$ cat src/rtl/demux_pkg.sv
// Shared definitions for the 16-bit 1-to-2 buffered demultiplexer.
//   WIDTH_DEFAULT / DEPTH_DEFAULT / CNT_W_DEFAULT : default parameter values
//   SEL_A / SEL_B : in_sel encodings (same polarity as the 2:1 operand mux)
//   clog2         : pointer-width helper for the per-port FIFOs
package demux_pkg;

    localparam int WIDTH_DEFAULT = 16;
    localparam int DEPTH_DEFAULT = 2;
    localparam int CNT_W_DEFAULT = 16;

    localparam logic SEL_A = 1'b1;
    localparam logic SEL_B = 1'b0;

    // Ceiling log2; returns at least 1 for any value >= 2.
    function automatic int clog2(input int value);
        int result;
        int v;
        result = 0;
        v      = value - 1;
        while (v > 0) begin
            result++;
            v = v >> 1;
        end
        return result;
    endfunction

endpackage

$ cat src/rtl/demux_fifo_16b.sv
// Single-clock FIFO used once per demux output port.
//   clk, rst      : clock, synchronous active-high reset
//   push_i        : write push_data_i (ignored when full)
//   push_data_i   : word to store
//   pop_i         : consumer takes the head word (ignored when empty)
//   head_o        : registered head word
//   valid_o       : FIFO non-empty
//   full_o        : FIFO holds DEPTH words
module demux_fifo_16b
    import demux_pkg::*;
#(
    parameter int WIDTH = WIDTH_DEFAULT,
    parameter int DEPTH = DEPTH_DEFAULT
) (
    input  logic             clk,
    input  logic             rst,
    input  logic             push_i,
    input  logic [WIDTH-1:0] push_data_i,
    input  logic             pop_i,
    output logic [WIDTH-1:0] head_o,
    output logic             valid_o,
    output logic             full_o
);

    localparam int PTR_W = clog2(DEPTH);
    localparam logic [PTR_W:0] FULL_CNT = (PTR_W + 1)'(DEPTH);

    logic [WIDTH-1:0] mem_q [DEPTH];
    logic [PTR_W-1:0] wr_ptr_q, wr_ptr_d;
    logic [PTR_W-1:0] rd_ptr_q, rd_ptr_d;
    logic [PTR_W:0]   occ_q, occ_d;
    logic             push_ok;
    logic             pop_ok;

    // Guard both sides so an overflowing push or an underflowing pop is a no-op.
    assign push_ok = push_i && (occ_q != FULL_CNT);
    assign pop_ok  = pop_i && (occ_q != '0);

    // NOTE: every always_comb output gets a default first so no latch is inferred.
    always_comb begin
        wr_ptr_d = wr_ptr_q;
        rd_ptr_d = rd_ptr_q;
        occ_d    = occ_q;
        if (push_ok) begin
            wr_ptr_d = wr_ptr_q + PTR_W'(1);
        end
        if (pop_ok) begin
            rd_ptr_d = rd_ptr_q + PTR_W'(1);
        end
        // Simultaneous push and pop leaves occupancy unchanged.
        unique case ({push_ok, pop_ok})
            2'b10:   occ_d = occ_q + (PTR_W + 1)'(1);
            2'b01:   occ_d = occ_q - (PTR_W + 1)'(1);
            default: occ_d = occ_q;
        endcase
    end

    // NOTE: state registers use non-blocking assignments so all flops update together.
    always_ff @(posedge clk) begin
        if (rst) begin
            wr_ptr_q <= '0;
            rd_ptr_q <= '0;
            occ_q    <= '0;
        end else begin
            wr_ptr_q <= wr_ptr_d;
            rd_ptr_q <= rd_ptr_d;
            occ_q    <= occ_d;
        end
    end

    // NOTE: storage is cleared on reset only because the head word must read 0
    // after reset; with DEPTH this small the cost is a handful of reset muxes.
    always_ff @(posedge clk) begin
        if (rst) begin
            for (int i = 0; i < DEPTH; i++) begin
                mem_q[i] <= '0;
            end
        end else if (push_ok) begin
            mem_q[wr_ptr_q] <= push_data_i;
        end
    end

    assign head_o  = mem_q[rd_ptr_q];
    assign valid_o = (occ_q != '0);
    assign full_o  = (occ_q == FULL_CNT);

endmodule

$ cat src/rtl/demux_16b_1to2_buf.sv
// Registered 1-to-2 demultiplexer with a small FIFO per destination.
//   clk, rst          : clock, synchronous active-high reset
//   in_data/in_sel    : word and destination (1 = A, 0 = B)
//   in_valid/in_ready : input handshake; ready depends only on in_sel and
//                       registered occupancy (no ready-through path)
//   a_* / b_*         : per-port head word, valid/ready handshake
//   a_count/b_count   : wrapping count of words accepted into each port
module demux_16b_1to2_buf
    import demux_pkg::*;
#(
    parameter int WIDTH = WIDTH_DEFAULT,
    parameter int DEPTH = DEPTH_DEFAULT,
    parameter int CNT_W = CNT_W_DEFAULT
) (
    input  logic             clk,
    input  logic             rst,
    input  logic [WIDTH-1:0] in_data,
    input  logic             in_sel,
    input  logic             in_valid,
    output logic             in_ready,
    output logic [WIDTH-1:0] a_data,
    output logic             a_valid,
    input  logic             a_ready,
    output logic [WIDTH-1:0] b_data,
    output logic             b_valid,
    input  logic             b_ready,
    output logic [CNT_W-1:0] a_count,
    output logic [CNT_W-1:0] b_count
);

    logic             a_full, b_full;
    logic             accept;
    logic             push_a, push_b;
    logic [CNT_W-1:0] a_count_q, a_count_d;
    logic [CNT_W-1:0] b_count_q, b_count_d;

    // A full FIFO refuses the word even if it is being popped this cycle;
    // the word is taken on the following cycle.
    assign in_ready = !rst && ((in_sel == SEL_B) ? !b_full : !a_full);
    assign accept   = in_valid && in_ready;
    assign push_a   = accept && (in_sel == SEL_A);
    assign push_b   = accept && (in_sel == SEL_B);

    demux_fifo_16b #(
        .WIDTH (WIDTH),
        .DEPTH (DEPTH)
    ) u_fifo_a (
        .clk         (clk),
        .rst         (rst),
        .push_i      (push_a),
        .push_data_i (in_data),
        .pop_i       (a_ready),
        .head_o      (a_data),
        .valid_o     (a_valid),
        .full_o      (a_full)
    );

    demux_fifo_16b #(
        .WIDTH (WIDTH),
        .DEPTH (DEPTH)
    ) u_fifo_b (
        .clk         (clk),
        .rst         (rst),
        .push_i      (push_b),
        .push_data_i (in_data),
        .pop_i       (b_ready),
        .head_o      (b_data),
        .valid_o     (b_valid),
        .full_o      (b_full)
    );

    always_comb begin
        a_count_d = a_count_q;
        b_count_d = b_count_q;
        if (push_a) begin
            a_count_d = a_count_q + CNT_W'(1);
        end
        if (push_b) begin
            b_count_d = b_count_q + CNT_W'(1);
        end
    end

    always_ff @(posedge clk) begin
        if (rst) begin
            a_count_q <= '0;
            b_count_q <= '0;
        end else begin
            a_count_q <= a_count_d;
            b_count_q <= b_count_d;
        end
    end

    assign a_count = a_count_q;
    assign b_count = b_count_q;

endmodule

$ cat config.mk
export PLATFORM = sky130hd
export DESIGN_NAME = demux_16b_1to2_buf
export DESIGN_NICKNAME = d
export VERILOG_FILES = /design/src/rtl/demux_pkg.sv /design/src/rtl/demux_fifo_16b.sv /design/src/rtl/demux_16b_1to2_buf.sv
export SDC_FILE = /design/constraint.sdc
export NUM_CORES = 1
export LEC_CHECK = 0
export CELL_PAD_IN_SITES_DETAIL_PLACEMENT = 1
export CELL_PAD_IN_SITES_GLOBAL_PLACEMENT = 1
export CORE_MARGIN = 2
export CORE_UTILIZATION = 35
export CTS_BUF_LIST = sky130_fd_sc_hd__clkbuf_16
export DETAILED_ROUTE_END_ITERATION = 10
export GPL_ROUTABILITY_DRIVEN = 1
export GPL_TIMING_DRIVEN = 0
export HOLD_SLACK_MARGIN = 0.06
export PLACE_DENSITY_LB_ADDON = 0.1
export SKIP_CTS_REPAIR_TIMING = 1
export SLEW_MARGIN = 10
export SYNTH_ARGS = -nofsm -noshare
export SYNTH_HDL_FRONTEND = slang
export SYNTH_SLANG_ARGS = --single-unit
$ cat constraint.sdc
create_clock -name clk -period 3.8 [get_ports clk]
set_clock_uncertainty 0.2 [all_clocks]
set_input_delay 1.14 -clock clk [delete_from_list [all_inputs] [get_ports clk]]
set_output_delay 1.14 -clock clk [all_outputs]
set_load 0.005 [all_outputs]
### Word level (Yosys, flattened, before mapping)

Memories as Yosys holds them, arrays and structs flattened. A register that Yosys moved wholly into a read port is not among the register bits.
Index checks and enable logic that the tools add are counted.

| storage, ports and cells | value |
|---|---|
| register bits after elaboration | 40 |
| latch bits | 0 |
| memory bits (writable) | 64 |
| bits in read-only memories | 0 |
| input bits | 22 |
| memories kept | 2 |

Memories:

| memory | depth | width | rd ports | clocked after Yosys merged registers in | write ports | line | text |
|---|---|---|---|---|---|---|---|
| u_fifo_a.mem_q | 2 | 16 | 1 | 1 | 2 | demux_fifo_16b.sv:28 | `logic [WIDTH-1:0] mem_q [DEPTH];` |
| u_fifo_b.mem_q | 2 | 16 | 1 | 1 | 2 | demux_fifo_16b.sv:28 |  |

| cells by class | value |
|---|---|
| add/subtract/negate cells | 10 |
| multiply operators | 0 |
| divide/modulo/power cells | 0 |
| magnitude comparators | 0 |
| equality and inequality tests | 8 |
| shift-type cells | 0 |
| muxes and demuxes | 21 |
| bitwise operators | 1 |
| reduce and logical (&&, ||, !) cells | 17 |

Operator list:

| cell | number |
|---|---|
| adder 16 x 1 -> 16 bit, second input constant | 2 |
| two-way mux 16 bit | 2 |
| OR reduction 16 bit | 2 |
| two-way mux 1 bit | 17 |
| == test 2 bit, second input constant | 4 |
| logical AND 1 bit | 8 |
| one-hot mux 2 bit (2 select lines) | 2 |
| nonzero test 2 bit | 4 |
| adder 1 bit, second input constant | 4 |
| adder 2 x 1 -> 2 bit, second input constant | 2 |
| == test 2 x 1 -> 1 bit, second input constant | 2 |
| != test 2 bit, second input constant | 2 |
| subtractor 2 x 1 -> 2 bit, second input constant | 2 |
| zero test 1 bit | 3 |
| NOT 1 bit | 1 |

### Longest topological paths before layout

| depth | value |
|---|---|
| word-level depth | 12 |
| gate-level depth with buffers | 8 |
| gate-level depth less buffers | 7 |

### Cells and area by module

From an unflattened synthesis, not the netlist that was laid out.

| unflattened totals | value |
|---|---|
| cells, all modules | 427 |
| area total of the unflattened synthesis | 4724.5 um2 |

By module, submodules not included:

| module | instances | cells each | area an instance (um2) | seq. area each (um2) |
|---|---|---|---|---|
| demux_fifo_16b | 2 | 130 | 1637.8 | 1061.0 |
| demux_16b_1to2_buf | 1 | 167 | 1448.9 | 640.6 |

### Worst setup path after synthesis

OpenSTA, ideal clock, no wires.

| path | value |
|---|---|
| path type | input-to-reg |
| start | input rst |
| end | memory u_fifo_a.mem_q[1][0] in the netlist's numbering (enable) |
| library setup time | 411 ps |
| data arrival time | 2985 ps |
| data required time | 3189 ps |
| setup slack | 204 ps |
| stages on the path | 5 |
| path through | buf_6 nand3b_1 nor2_1 inv_1 o21ai_0 |

RTL lines:

| element | line | text |
|---|---|---|
| from (decl) | demux_16b_1to2_buf.sv:16 | `input logic rst,` |
| to (decl) | demux_fifo_16b.sv:28 |  |

### Final worst setup path

| path | value |
|---|---|
| start | input rst |
| end | output in_ready |

| on the way | value |
|---|---|
| longest elaborated chain between the ends | 2 |

Ends and longest elaborated chain:

| element | line | text |
|---|---|---|
| zero test 1 bit | demux_16b_1to2_buf.sv:39 | `assign in_ready = !rst && ((in_sel == SEL_B) ? !b_full : !a_full);` |
| logical AND 1 bit | demux_16b_1to2_buf.sv:39 |  |
| to (decl) | demux_16b_1to2_buf.sv:20 | `output logic in_ready,` |

No other way between the ends.

==> flow_summary.ini <==
[synth]
ys_types = 39
synth_seq_area_share = 0.589
synth_top_family_by_area = simple AND/OR/NAND/NOR gates
synthMuxAreaShare = 0.0790
yosysTopAreaCell = edfxtp_1
synthFlopType = edfxtp_1
synth_fa_ha_area_frac = 0.0107
ys_seq_elements = 106
synth_top_area_frac = 0.410
synth_compound_area_frac = 0.0542
yosysMostFrequentCell = and2_1
yosysWarnings = 0
synth_xor_area_frac = 0.0374
syn-cell-area_um2 = 4690
yosys-top-cells-count = and2_1 (67), edfxtp_1 (64), dfxtp_1 (42), mux2_2 (32), nor2_1 (24)
syn_inst = 396
synthSimpleGateAreaFrac = 0.208
syn_area_per_cell_um2 = 11.8
syn_nets = 422
synth_enable_flop_cells = 64
yosys-top-cells-area = edfxtp_1 (41%), dfxtp_1 (18%), and2_1 (8.9%), mux2_2 (7.7%), xnor2_1 (2.6%)
synthArstFlopShare = 0

[worst_hold_path]
worstHoldPathCells = 2
holdCritPathClass = register to register
holdPathEnd = a_count[15]$_SDFFE_PP0N_
hold_start = a_count[15]$_SDFFE_PP0N_

[setup_path]
crit_arrival_ps = 2320
worst_setup_path_start_kind = primary input
end_kind = output pin
r2r-start = u_fifo_a.occ_q[0]$_SDFFE_PP0P_
worstPathMaxFanout = 10
reg2reg_to = u_fifo_a.mem_q[0][11]$_SDFFCE_PN0P_
required_ps = 2460
reg2reg_slack_ps = 1190
criticalPathCategory = primary input to output pin
ff2ff_path_depth = 6

[sta]
slew_viol_final = 0
setup_violations = 0
fmax_ghz = 0.273
final_min_period_over_clock_period = 0.963
holdWs_ps = 296
hold_violations = 0
rsz0062_at_grt = no
fin_crit_ps = 3660
fin_tns_setup_ps = 0
tightest_slew_ps = 633
slew_headroom = 0.576

[clock_tree]
clkLatencyLatePin_ps = 350
clkTransAtPathRegs_ps = 60
h-tree-depth = 3
root_buffer = clkbuf_16
numCtsBuffers = 9
clock_sinks = 106
cts_max_path_buffers = 2
cts_tree = built

[floorplan]
die_area_um2 = 14300
num_rows = 42
ioPinCount = 89
core-area_um2 = 13100
die_y_um = 120
die_w_um = 120
start_util = 0.357

[grt]
grt_max_degree = 17
grt_first_pass_wirelength_um = 18700
grt_antenna_before_repair = 0
grt_pass1_vias = 3586
overflow = 0
grt_util_all_layers = 0.170

[power_and_ir_drop]
irDropWorstVdd_mv = 0.177
finalPower_uw = 2530
p_leak_uw = 0.00213
power_density_nw_per_um2 = 415

[detailed_routing]
drc = 0
dr.pass1.iters = 4
ant_nets = 0
wl_um = 11600
vias_per_cell = 4.96
drt-wirelength-per-cell_um = 17.1
num_vias = 3362
first_iter_violations = 104

[cells_and_area]
multi_input_area_um2 = 1840
syn_to_final_growth_pct = 30.0
regArea_um2 = 2760
final_cell_area_um2 = 6090
fin_nets = 523
drive_gt1_frac = 0.122
nFillCells = 1430
diodes = 0
final_cells = 678

[placed_design]
dp_hpwl_um = 8320
placed_area_um2 = 5830
portBuffers = 87
place.gp.congestion = 0.760
dp.cells = 662

[outcome]
status = finished clean

[flow_run]
maxCapViolCount = 0
-- cells by family (layout without fill, tap and decap cells) --
logic type	Yosys count	after routing
buffers and inverters	25	131
adders and majority gates	4	4
AOI/OAI and AO/OA	41	41
xor gates and xnor gates	20	20
DFF	106	106
muxes	33	33
and+or+nand+nor	167	167
-- sequential cells by signal, summed over array words and instances, names as in the netlist, named ones only --
signal / flops
u_fifo_a.mem_q: 32
u_fifo_b.mem_q: 32
a_count: 16
b_count: 16
u_fifo_a.occ_q: 2
u_fifo_b.occ_q: 2
u_fifo_a.rd_ptr_q: 1
u_fifo_a.wr_ptr_q: 1
u_fifo_b.rd_ptr_q: 1
u_fifo_b.wr_ptr_q: 1
-- per-layer routing --
layer | global-route usage | vias to the layer above | part of all wire
met1 | 0.209 | 1648 | 0.44
met4 | 0.0684 | 0 | 0.016
met2 | 0.295 | 76 | 0.51
met5 | 0 | - | 0
met3 | 0.0328 | 13 | 0.041
li1 | - | 1625 | -
-- per-stage QoR --
stage	utilization	worst slack, ps
after floorplan	-	204
after global placement	0.440	-1440
after detailed placement	0.444	-275
after CTS	0.463	-297
after global routing	0.464	0.430
final	0.464	140
-- where the power goes --
part	switching, µW	leakage [µW]	internal, µW
registers	25.8	0.00100	1280
clock network	401	0.000133	432
logic	172	0.000992	225
total	599	0.00213	1930
-- worst max-delay path by stage --
stage / from / cells after the start / to
after floorplan: rst / 5 / u_fifo_a.mem_q[1][0]$_SDFFCE_PN0P_
after global placement: in_sel / 5 / u_fifo_a.mem_q[1][10]$_SDFFCE_PN0P_
after detailed placement: in_sel / 4 / in_ready
after CTS: in_sel / 4 / in_ready
after global routing: in_valid / 7 / u_fifo_a.mem_q[0][11]$_SDFFCE_PN0P_
final: rst / 4 / in_ready
-- critical path, cell delays in order --
cell and delay (ps):
buf_6 120, clkbuf_1 260, a211oi_2 260, clkdlybuf4s50_1 540
-- cell type report --
cell class                 count  area share
sequential                   106       0.453
multi-input combinational    265       0.302
timing repair buffer          90       0.149
clock buffer                   9      0.0370
tap                          176      0.0361
buffer                        18      0.0129
clock inverter                 7     0.00534
inverter                       7     0.00431
-- cells in the final DEF (no fill, tap or decap), types with 3 or more instances in the layout --
cell / instances
or4_1: 7
ha_1: 4
inv_1: 10
nand4_1: 6
clkbuf_16: 9
o311ai_0: 3
or2_2: 4
dfxtp_1: 42
o41ai_1: 3
o31ai_1: 7
or3_1: 10
mux2_2: 32
nor4b_1: 3
clkdlybuf4s50_1: 86
o21ai_0: 7
nor2_1: 24
xnor2_1: 14
nand2b_1: 4
nand2_1: 16
edfxtp_1: 64
and4_1: 5
and2_1: 67
a21oi_1: 16
clkbuf_1: 14
nand3_1: 7
xor2_1: 6
nor4_1: 4
No activity file was read; power rests on OpenSTA's default activity.
